$ cat config.mk
export PLATFORM = sky130hd
export DESIGN_NAME = tema3_3a_sw_led
export DESIGN_NICKNAME = d
export VERILOG_FILES = /design/src/rtl/tema3_3a_sw_led.sv
export SDC_FILE = /design/constraint.sdc
export NUM_CORES = 1
export LEC_CHECK = 0
export ABC_CLOCK_PERIOD_IN_PS = 1200
export BUFFER_PORTS_ARGS = -buffer_cell sky130_fd_sc_hd__buf_2
export CAP_MARGIN = 40
export CORE_AREA = 2 2 41 70
export CTS_CLUSTER_DIAMETER = 200
export DETAILED_ROUTE_END_ITERATION = 8
export DIE_AREA = 0 0 43 72
export GPL_ROUTABILITY_DRIVEN = 0
export HOLD_SLACK_MARGIN = 0.15
export SLEW_MARGIN = 25
export SYNTH_ARGS = -nofsm -noshare
export SYNTH_HDL_FRONTEND = slang
export SYNTH_SLANG_ARGS = --single-unit
export TNS_END_PERCENT = 10
$ cat constraint.sdc
create_clock -name clk -period 1.2 [get_ports clk]
set_input_delay 0 -clock clk [delete_from_list [all_inputs] [get_ports clk]]
set_output_delay 0 -clock clk [all_outputs]
set_load 0.05 [all_outputs]
$ cat src/rtl/tema3_3a_sw_led.sv
// Switch-to-LED converter: 2-flop synchronizer, per-bit debounce filter,
// and a registered binary-reflected Gray code of the filtered switches on the LEDs.
module tema3_3a_sw_led #(
  parameter int DEBOUNCE_CYCLES = 4
) (
  input  logic       clk,
  input  logic       rst_n,
  input  logic [3:0] sw,
  output logic [3:0] led
);

  localparam int CW = $clog2(DEBOUNCE_CYCLES + 1);
  localparam logic [CW-1:0] CNT_LAST = CW'(DEBOUNCE_CYCLES - 1);

  logic [3:0] sync1_q;
  logic [3:0] sync2_q;
  logic [3:0] filt_vec;
  logic [3:0] led_q;
  logic [3:0] led_d;

  always_ff @(posedge clk or negedge rst_n) begin
    if (!rst_n) begin
      sync1_q <= 4'b0000;
      sync2_q <= 4'b0000;
    end else begin
      sync1_q <= sw;
      sync2_q <= sync1_q;
    end
  end

  // Each bit owns its counter, so simultaneous changes settle on the same edge.
  for (genvar gi = 0; gi < 4; gi++) begin : g_debounce
    logic          filt_q;
    logic          filt_d;
    logic [CW-1:0] cnt_q;
    logic [CW-1:0] cnt_d;

    always_comb begin
      filt_d = filt_q;
      cnt_d  = '0;
      if (sync2_q[gi] != filt_q) begin
        if (cnt_q == CNT_LAST) begin
          filt_d = sync2_q[gi];
        end else begin
          cnt_d = cnt_q + CW'(1);
        end
      end
    end

    always_ff @(posedge clk or negedge rst_n) begin
      if (!rst_n) begin
        filt_q <= 1'b0;
        cnt_q  <= '0;
      end else begin
        filt_q <= filt_d;
        cnt_q  <= cnt_d;
      end
    end

    assign filt_vec[gi] = filt_q;
  end

  assign led_d = filt_vec ^ (filt_vec >> 1);

  always_ff @(posedge clk or negedge rst_n) begin
    if (!rst_n) begin
      led_q <= 4'b0000;
    end else begin
      led_q <= led_d;
    end
  end

  assign led = led_q;

endmodule

; ---- Yosys cells after proc, flatten, opt, wreduce, memory -nomap -nowiden
; Index checks and enable logic that the tools add are counted.
[totals]
elab_cells = 36
input_bits = 6
ff_bits = 28
[op_classes]
n_reduce_logical = 4
muxes = 8
bitwise = 1
n_eq_ne = 8
n_addsub = 4
[op_table]
columns = operator, count
row1 = 3-bit two-way mux, 8
row2 = 3-bit by 1-bit adder with 3-bit output (second input constant), 4
row3 = 3-bit by 2-bit equality test with 1-bit output (second input constant), 4
row4 = 2-bit AND reduction, 4
row5 = 1-bit != test, 4
row6 = 4-bit by 3-bit XOR with 4-bit output, 1

; ---- Logic depth before layout (Yosys ltp)
[depth]
ltp_word = 3
ltp_mapped = 3
depth_no_buf = 3

; ---- Worst setup path after synthesis
; Ideal clock, no wire load.
[synth_timing]
path_type = flip-flop to flip-flop
startpoint = reg g_debounce[0].cnt_q[0]
endpoint = reg g_debounce[0].filt_q
setup_slack_ps = 63
t_arrival_ps = 1012
setup_ps = 125
t_required_ps = 1075
path_stages_with_launch = 4
cell_sequence = dfrtp_1 ha_1 nor2b_1 mux2_2
[synth_via]
elab_chain_cells = 2
[synth_lines]
columns = item, line
row1 = "start, declared", 35  ; logic [CW-1:0] cnt_q;
row2 = "start signal, assigned", 56  ; cnt_q <= cnt_d;
row3 = 3-bit by 2-bit equality test with 1-bit output, 42  ; if (cnt_q == CNT_LAST) begin
row4 = 2-bit AND reduction (no line), n/a
row5 = "end signal, assigned", 55  ; filt_q <= filt_d;
row6 = "end, declared", 33  ; logic filt_q;
; No other way between the ends.
; A chain may end at the register's enable or synchronous reset.

; ---- Worst setup path in the final report
; Ends and elaborated chain as after synthesis.

==> impl_metrics.csv <==
group,metric,value,unit
run_status,status,"completed",
clock_tree,clk_latency,0.27,ns
drt,via_count,497,
place,dp_hpwl,851.7,um
clock_tree,cts_tree,"done",
global_routing,grt_pass1_wl,2159,um
power,ir_drop,0.8559,mV
sta,slew_violations,0,
yosys,async_reset_ff_frac,1.000,
yosys,syn_area,960.9,um^2
floorplanning,die_w,43,um
yosys,synth_top_area_cell,"dfrtp_1",
setup_path,path_cells,"ha_1 -> nor2b_1 -> mux2_2",
finish,multi_input_area,285.3,um^2
drt,firstDrtPassIters,3,
yosys,ys_seq_area_frac,0.7292,
clock_tree,cts.sinks,28,
finish,nets,89,
sta,grt_setup_unrepaired,"true",
yosys,avgSynthCellArea,16.29,um^2
power,leakage,0.0005461,uW
power,power,2751,uW
setup_path,critPathKind,"reg -> reg",
drt,drtIter0Drc,6,
setup_path,cp.buffers_inverters,0,
floorplanning,num_rows,24,
floorplanning,start_util,0.3810,
setup_path,slowest_stage,"dfrtp_1",
setup_path,end_kind,"register",
finish,postLayoutCellArea,1176,um^2
floorplanning,design.core.area,2522,um^2
clock_tree,cts_buffers,3,
yosys,ys.flop_type,"dfrtp_1",
floorplanning,die_y,72,um
yosys,ys_ff_latch,28,
setup_path,cpLargestDelayFamily,"flip-flops",
setup_path,crit_path_start_kind,"register",
power,power_frac_comb,0.302,
yosys,synth_common_cells,"dfrtp_1 (28), nor3b_1 (7), nor2b_1 (5)",
yosys,ys.warnings.count,0,
global_routing,grt_usage,0.09697,
setup_path,critical_path.max_stage_delay,0.36,ns
place,numPortBuffers,9,
floorplanning,die_area,3096,um^2
finish,area_growth,22.40,%
sta,max_freq,860.8,MHz
setup_path,crit_required,1.36,ns
sta,finalSetupViolCount,0,
power,power_density,2339,nW/um^2
drt,ant_nets,0,
global_routing,first_global_vias,554,
power,intPower,1847,uW
finish,fin_util,0.4663,
yosys,syn_nets,69,
yosys,synth_cell_types,8,
drt,routedWlPerCell,11.77,um
sta,period_share,0.9681,
sta,finClkSkew,0.003410,ns
finish,fillers,250,
sta,worstMarginPinSlew,0.5940,ns
clock_tree,cts_setup_buffers,0,
drt,drc_errors,0,
place,place_area,1046,um^2
worst_hold_path,worstHoldPathType,"in -> async",
run,max-cap-violations,0,
yosys,yosysMostFrequentCell,"dfrtp_1",
yosys,synthCells,59,
clock_tree,clk_pin_slew,0.09,ns
drt,via_per_inst,4.779,
power,p_seq_frac,0.495,
setup_path,worstPathArrival,1.32,ns
clock_tree,cts_root_buf,"clkbuf_8",
yosys,synth_top_area_share,0.7292,
power,switchingPower,903.5,uW
setup_path,path_max_fanout,2,
global_routing,grt_overflow,0,
sta,maxSlewHeadroom,0.6040,
floorplanning,ios,10,
power,clock_power_share,0.203,
setup_path,r2r_setup_slack,0.04,ns
global_routing,grt_max_degree,29,
finish,diodes,0,
finish,drive_above_1_share,0.2821,
clock_tree,ctsLongestPathBuffers,2,
finish,seqCellArea,700.7,um^2
drt,wirelength,1224,um
sta,fin_crit,1.162,ns
sta,holdWs,0.2644,ns
yosys,synth_edf_count,0,
sta,finalHoldViolCount,0,
power,switching_share,0.3285,
global_routing,antenna_found_initial,0,
sta,tns,0,ns
yosys,synth_area_leaders,"dfrtp_1 (73%), nor3b_1 (5.5%), ha_1 (5.2%), mux2_2 (4.7%), xnor2_1 (3.6%)",
clock_tree,htreeDepth,1,
-- stage by stage --
step                setup WS [ns]  instances
floorplan                 0.06338         59
global placement        -0.007534         95
detailed placement       -0.02110         95
CTS                       0.02065        104
global route            -0.007226        104
finish                    0.03829        104
-- power by group through the flow --
stage               combinational (uW)  sequential (uW)  clock (uW)
CTS                                831             1370         591
global route                       922             1390         624
global placement                   784             1370           0
floorplan                          385             1600           0
finish                             829             1360         559
detailed placement                 815             1390           0
-- state kept, by name, indices dropped and copies added (netlist names) --
signal             flops
g_debounce.cnt_q      12
sync2_q                4
sync1_q                4
led                    4
g_debounce.filt_q      4
-- metal layers --
metal	wire [um]	global-route usage	vias to the layer above
li1	-	-	235
met2	645	0.1717	11
met3	47	0.02239	4
met4	39	0.08081	0
met5	0	0	-
met1	492	0.08985	247
-- layout by cell type, fill, tap and decap left out --
cell / count
nor3b_1: 7
mux2_2: 4
ha_2: 1
buf_4: 1
dfrtp_1: 28
xor2_1: 3
buf_2: 9
nor2b_1: 2
dlygate4sd3_1: 5
nor3_1: 4
xnor2_1: 4
ha_1: 3
clkbuf_8: 4
nor2b_4: 3
-- kinds of logic (layout without fill, tap and decap cells) --
group | count (synthesis) | in the layout | share of synthesized area
simple gates | 16 | 16 | 0.1081
buf+inv | 0 | 19 | 0
xor+xnor | 7 | 7 | 0.06380
fa+ha+maj | 4 | 4 | 0.05209
mux | 4 | 4 | 0.04687
flops | 28 | 28 | 0.7292
-- area by class of cell --
type / count / share of cell area
Clock buffer: 4 / 0.04681
Multi-Input combinational cell: 31 / 0.2426
Sequential cell: 28 / 0.5957
Tap cell: 26 / 0.02766
Timing Repair Buffer: 15 / 0.08723
-- worst paths after layout --
kind	startpoint	endpoint	cells past startpoint
setup / recovery	g_debounce[0].cnt_q[0]	g_debounce[0].filt_q	3
min in group clk	sync1_q[0]	sync2_q[0]	0
hold / removal	rst_n	g_debounce[3].cnt_q[2]	2
max in group asynchronous	rst_n	g_debounce[1].cnt_q[2]	2
hold reg to reg	sync1_q[0]	sync2_q[0]	0
setup reg to reg	g_debounce[0].cnt_q[0]	g_debounce[0].filt_q	3
-- repair_timing --
action / 4_1_cts / 5_1_grt
gates resized for setup: 3 / 4
hold buffers: 5 / 0
hold endpoints to repair: 32 / 0
setup endpoints to repair: 3 / 4
pin swaps: 0 / 0
(Power assumes the default switching activity.)
